[config.mk]
export PLATFORM = sky130hd
export DESIGN_NAME = vram_arbiter
export DESIGN_NICKNAME = d
export VERILOG_FILES = /design/src/rtl/vram_pkg.sv /design/src/rtl/vram_grant_sel.sv /design/src/rtl/vram_arbiter.sv
export SDC_FILE = /design/constraint.sdc
export NUM_CORES = 1
export LEC_CHECK = 0
export BUFFER_PORTS_ARGS = -buffer_cell sky130_fd_sc_hd__buf_2
export CORE_AREA = 2 2 75 77
export DETAILED_ROUTE_END_ITERATION = 6
export DIE_AREA = 0 0 77 79
export GPL_ROUTABILITY_DRIVEN = 0
export HOLD_SLACK_MARGIN = 0.03
export PLACE_DENSITY = 0.85
export SLEW_MARGIN = 20
export SYNTH_ARGS = -nofsm -noshare
export SYNTH_HDL_FRONTEND = slang
export SYNTH_SLANG_ARGS = --single-unit
[constraint.sdc]
create_clock -name clk16 -period 5.2 [get_ports clk16]
set_input_delay 0.52 -clock clk16 [delete_from_list [all_inputs] [get_ports clk16]]
set_output_delay 0.52 -clock clk16 [all_outputs]
set_load 0.02 [all_outputs]
[src/rtl/vram_pkg.sv]
// Shared types and defaults for the video/main SRAM arbiter.
package vram_pkg;

    localparam int unsigned DefAddrWidth    = 17;
    localparam int unsigned DefDataWidth    = 8;
    localparam int unsigned DefAccessCycles = 2;
    localparam int unsigned CntWidth        = 4;

    typedef enum logic [1:0] {StIdle, StSetup, StAccess, StHold} state_e;

    typedef enum logic [1:0] {OwnVideo, OwnCpu, OwnPi} owner_e;

    // One-hot requester mask: bit 0 video, bit 1 CPU, bit 2 Pi.
    function automatic logic [2:0] owner_mask(owner_e owner);
        return 3'b001 << owner;
    endfunction

endpackage

[src/rtl/vram_grant_sel.sv]
// Combinational grant decision: fixed video priority, CPU/Pi round-robin.
module vram_grant_sel
    import vram_pkg::*;
(
    input  logic       video_req_i,
    input  logic       cpu_req_i,
    input  logic       pi_req_i,
    input  logic [2:0] excl_i,
    input  logic       last_cpu_i,
    output logic       grant_valid_o,
    output owner_e     owner_o
);

    logic video_ok;
    logic cpu_ok;
    logic pi_ok;

    always_comb begin
        video_ok      = video_req_i & ~excl_i[0];
        cpu_ok        = cpu_req_i & ~excl_i[1];
        pi_ok         = pi_req_i & ~excl_i[2];
        grant_valid_o = video_ok | cpu_ok | pi_ok;
        owner_o       = OwnVideo;
        if (video_ok) begin
            owner_o = OwnVideo;
        end else if (cpu_ok && pi_ok) begin
            // Tie goes to whichever of CPU/Pi did not win last time.
            owner_o = last_cpu_i ? OwnPi : OwnCpu;
        end else if (cpu_ok) begin
            owner_o = OwnCpu;
        end else if (pi_ok) begin
            owner_o = OwnPi;
        end
    end

endmodule

[src/rtl/vram_arbiter.sv]
// Shares the video/main SRAM between video fetch, 6502 and Pi bridge using a
// fixed SETUP / ACCESS / HOLD cycle with registered strobes.
module vram_arbiter
    import vram_pkg::*;
#(
    parameter int unsigned ADDR_WIDTH    = DefAddrWidth,
    parameter int unsigned DATA_WIDTH    = DefDataWidth,
    parameter int unsigned ACCESS_CYCLES = DefAccessCycles
) (
    input  logic                  clk16,
    input  logic                  res_b,
    input  logic                  video_req,
    input  logic [ADDR_WIDTH-1:0] video_addr,
    output logic                  video_ack,
    input  logic                  cpu_req,
    input  logic                  cpu_we,
    input  logic [ADDR_WIDTH-1:0] cpu_addr,
    input  logic [DATA_WIDTH-1:0] cpu_wdata,
    output logic                  cpu_ack,
    input  logic                  pi_req,
    input  logic                  pi_we,
    input  logic [ADDR_WIDTH-1:0] pi_addr,
    input  logic [DATA_WIDTH-1:0] pi_wdata,
    output logic                  pi_ack,
    output logic [DATA_WIDTH-1:0] rd_data,
    output logic [ADDR_WIDTH-1:0] ram_addr,
    output logic [DATA_WIDTH-1:0] ram_wdata,
    input  logic [DATA_WIDTH-1:0] ram_din,
    output logic                  ram_oe_b,
    output logic                  ram_we_b
);

    localparam logic [CntWidth-1:0] CntLoad = CntWidth'(ACCESS_CYCLES - 1);

    state_e                state_q;
    owner_e                owner_q;
    logic                  we_q;
    logic                  last_cpu_q;
    logic [CntWidth-1:0]   cnt_q;
    logic [ADDR_WIDTH-1:0] addr_q;
    logic [DATA_WIDTH-1:0] wdata_q;
    logic [DATA_WIDTH-1:0] rd_data_q;
    logic                  oe_b_q;
    logic                  we_b_q;
    logic                  video_ack_q;
    logic                  cpu_ack_q;
    logic                  pi_ack_q;

    logic                  grant_valid;
    owner_e                grant_owner;
    logic [2:0]            excl;
    logic [ADDR_WIDTH-1:0] sel_addr;
    logic                  sel_we;
    logic [DATA_WIDTH-1:0] sel_wdata;

    vram_grant_sel u_grant_sel (
        .video_req_i  (video_req),
        .cpu_req_i    (cpu_req),
        .pi_req_i     (pi_req),
        .excl_i       (excl),
        .last_cpu_i   (last_cpu_q),
        .grant_valid_o(grant_valid),
        .owner_o      (grant_owner)
    );

    always_comb begin
        // The requester being acked in HOLD must not be re-granted on the same edge.
        excl      = (state_q == StHold) ? owner_mask(owner_q) : 3'b000;
        sel_addr  = video_addr;
        sel_we    = 1'b0;
        sel_wdata = '0;
        case (grant_owner)
            OwnCpu: begin
                sel_addr  = cpu_addr;
                sel_we    = cpu_we;
                sel_wdata = cpu_wdata;
            end
            OwnPi: begin
                sel_addr  = pi_addr;
                sel_we    = pi_we;
                sel_wdata = pi_wdata;
            end
            default: ;
        endcase
    end

    always_ff @(posedge clk16 or negedge res_b) begin
        if (!res_b) begin
            state_q     <= StIdle;
            owner_q     <= OwnVideo;
            we_q        <= 1'b0;
            last_cpu_q  <= 1'b0;
            cnt_q       <= '0;
            addr_q      <= '0;
            wdata_q     <= '0;
            rd_data_q   <= '0;
            oe_b_q      <= 1'b1;
            we_b_q      <= 1'b1;
            video_ack_q <= 1'b0;
            cpu_ack_q   <= 1'b0;
            pi_ack_q    <= 1'b0;
        end else begin
            video_ack_q <= 1'b0;
            cpu_ack_q   <= 1'b0;
            pi_ack_q    <= 1'b0;
            unique case (state_q)
                StIdle, StHold: begin
                    if (state_q == StHold && owner_q != OwnVideo) begin
                        last_cpu_q <= (owner_q == OwnCpu);
                    end
                    if (grant_valid) begin
                        owner_q <= grant_owner;
                        addr_q  <= sel_addr;
                        we_q    <= sel_we;
                        wdata_q <= sel_wdata;
                        state_q <= StSetup;
                    end else begin
                        state_q <= StIdle;
                    end
                end
                StSetup: begin
                    state_q <= StAccess;
                    cnt_q   <= CntLoad;
                    oe_b_q  <= we_q;
                    we_b_q  <= ~we_q;
                end
                StAccess: begin
                    if (cnt_q == '0) begin
                        state_q     <= StHold;
                        oe_b_q      <= 1'b1;
                        we_b_q      <= 1'b1;
                        video_ack_q <= (owner_q == OwnVideo);
                        cpu_ack_q   <= (owner_q == OwnCpu);
                        pi_ack_q    <= (owner_q == OwnPi);
                        if (!we_q) begin
                            rd_data_q <= ram_din;
                        end
                    end else begin
                        cnt_q <= cnt_q - 1'b1;
                    end
                end
                default: state_q <= StIdle;
            endcase
        end
    end

    assign video_ack = video_ack_q;
    assign cpu_ack   = cpu_ack_q;
    assign pi_ack    = pi_ack_q;
    assign rd_data   = rd_data_q;
    assign ram_addr  = addr_q;
    assign ram_wdata = wdata_q;
    assign ram_oe_b  = oe_b_q;
    assign ram_we_b  = we_b_q;

endmodule

==> impl_results.md <==
- Rows: 27
- Placed inst area: 3200 um^2
- Core Util, Final: 62.7%
- CP startpoint kind: flip-flop
- Final TNS setup: 0 ns
- Post-CTS Hold Buffers: 0
- 1st-pass router iterations: 4
- Main synth FF type: dfrtp_1
- Synth Warn #: 0
- Final #Nets: between 400 and 500
- Placed insts: 415
- Register bit total from synthesis: 48
- RSZ-0062 raised after global routing: no
- Gate power share: 53.8%
- Distinct cells, synth: 36
- Clock power frac: 15.2%
- Die X: between 70 and 80 um
- I/O pins: 120
- Vias per cell: slightly above 5
- Pint: roughly 1.3 mW
- Fin. max-slew vios: 0
- Post-CTS Setup Inserts: 0
- # port buffers: 119
- First-pass GRT wire length: 9360 um
- Sequential cell area fraction in the yosys report: 46.1%
- DRC Markers: 0
- H-tree Lvls: 2
- CP arrival: 3.04 ns
- Drt wl/cell: 13.4 um
- Vias in the first global route: 2134
- Area delta synth->final: 28.2%
- Core area: between 5000 and 6000 um^2
- CP max FO: 26
- Clock Path Buffers: 2
- Minimum clock period: around 2.8 ns
- CTS tree: done
- Fin area: 3340 um^2
- Root buffer cell: clkbuf_8
- Share of layout cells above drive strength 1: between 40% and 50%
- Starting Density: approximately 49%
- Clock Skews: slightly below 0.01 ns
- Worst slew margin: a little over a third
- DIE AREA: 6080 um^2
- P_sw: 842 uW
- Total CTS buffers: 5
- Power per Cell Area: 629 nW/um^2
- Initial antenna violation count: 0
- Pin count of the biggest net entering global routing: 49
- Sequential share of power: 31.0%
- Total GRT Usage: 19.3%
- Fin. Hold Viols: 0
- Syn nets: 328
- LEAKAGE: about 1.7 nW
- Worst IR drop on VDD: approximately 0.00033 V
- Reg-to-reg critical path endpoint: ram_addr[7]
- Syn Area/Cell: 10.9 um^2
- Diode count: 0
- Fill cells: around 460
- Asr flop ratio synth: between 90% and 100%
- Worst skew pair latency: 0.31 ns
- Least-Margin Pin Slew: 0.963 ns
- Max cap viols: 0
- Fin crit share: 53.6%
- HPWL Detailed: 4190 um
- WL final: 5650 um
- Antenna Nets Post-Route: 0
- Cells after synthesis: 239
- RR Startpoint: state_q[0]
- Max Freq: between 0.3 and 0.4 GHz
- Final setup viols: 0
- R2R setup slack: 2.41 ns
- Iter 0 DRT Violations: 109
- Critical path type: reg -> reg
- Netlist Area Pre-Place: 2610 um^2
- Critical Path RT: 5.45 ns
- Die H: 79 um
- Reg2Reg Depth: 9
- CTS sink count: 48
- Post-synth EDFFs: 0
- Worst Hold Class: in -> async
- PostCTS Resize Cnt: 0
- Final non-filler cell total: 423
- Routed vias: 2163
- Switching share of total power: 40.0%
- Grt total ovfl: 0
- Clock transition at path regs: 0.09 ns
- Status: complete, no violations
- Worst Setup End Kind: flip-flop
worst max path at each step:
stage                     from           end  slack, ns  cells past startpoint
floorplan           state_q[0]   ram_addr[7]       2.77                      9
global placement    state_q[0]  ram_addr[13]       2.30                      7
detailed placement  state_q[0]   ram_addr[4]       2.14                      7
CTS                 state_q[0]   ram_addr[4]       2.12                      7
global route        state_q[0]   ram_addr[7]       2.24                      9
finish              state_q[0]   ram_addr[7]       2.41                      9
cells by family (layout without fill, tap and decap cells):
group,after synthesis,in the layout,share of synthesized area (%)
compound gates,67,67,17.2
simple gates,55,55,9.64
flops,48,48,46.1
mux,36,36,18.2
buf+inv,25,137,5.13
fa+ha+maj,7,7,3.36
xor+xnor,1,1,0.336
cell usage after synthesis (2+ instances only):
cell / number / area share, %
a211o_1: 2 / 0.67
a21oi_1: 5 / 0.96
a22oi_1: 26 / 7.5
buf_1: 2 / 0.29
buf_12: 2 / 1.5
clkbuf_1: 11 / 1.6
dfrtp_1: 46 / 44
dfstp_2: 2 / 2.0
ha_1: 7 / 3.4
inv_1: 9 / 1.3
mux2_2: 15 / 6.5
mux2_4: 19 / 11
mux2i_1: 2 / 0.77
nand2_1: 26 / 3.7
nand4b_1: 2 / 0.67
nor2_1: 16 / 2.3
nor2b_1: 2 / 0.48
nor3_1: 4 / 0.77
nor3b_1: 2 / 0.58
o211ai_1: 2 / 0.58
o21ai_0: 22 / 4.2
power by group through the flow:
stage	registers (mW)	clock network, mW	logic, mW
detailed placement	0.654	0	1.14
global placement	0.649	0	1.11
global route	0.673	0.343	1.23
finish	0.652	0.320	1.13
CTS	0.651	0.331	1.14
floorplan	0.803	0	0.763
sequential cells by signal, indices dropped and copies added, names as in the netlist, 2 cells and up:
name / count
ram_addr: 17
ram_wdata: 8
rd_data: 8
cnt_q: 4
owner_q: 2
state_q: 2
cell usage in the layout, fill, tap and decap left out, drive strengths merged, types with 4 or more instances in the layout:
| master | instances |
|---|---|
| buf | 120 |
| dfrtp | 46 |
| nor2 | 16 |
| mux2 | 34 |
| a22oi | 26 |
| ha | 7 |
| inv | 10 |
| clkbuf | 5 |
| nand2 | 26 |
| nor3 | 4 |
| o21ai | 23 |
| a21oi | 5 |
layout make-up:
class,instances,area (um^2),area share (%)
inverter,9,33.8,1.01
clock inverter,3,68.8,2.06
multi-input combinational,166,1270,38.1
clock buffer,5,68.8,2.06
tap,72,90.1,2.69
sequential,48,1200,36.0
timing repair buffer,120,606,18.1
metal layers:
layer | wire length, um | share of wire (%) | GRT usage (%) | vias up
li1 | - | - | - | 1075
met1 | 2430 | 43 | 21.4 | 1000
met2 | 2770 | 49 | 36.3 | 82
met3 | 374 | 6.6 | 5.11 | 6
met4 | 66 | 1.2 | 5.71 | 0
met5 | 0 | 0 | 0 | -
stage by stage:
step	hold WS [ns]	total power, mW	worst slack [ns]
final	0.194	2.10	2.41
after global routing	0.243	2.24	2.24
after CTS	0.415	2.12	2.12
after global placement	0.482	1.76	2.30
after detailed placement	0.486	1.80	2.14
after floorplan	0.224	1.57	2.77
worst max-delay path: stages (launching register included):
cell	delay (ns)
dfrtp_1	0.41
ha_1	0.30
nand2b_4	0.08
o21a_1	0.18
a211o_1	0.33
inv_1	0.07
ha_1	0.78
a22oi_1	0.19
o21ai_0	0.22
mux2_4	0.17
Power figures use the tool's default switching activity.
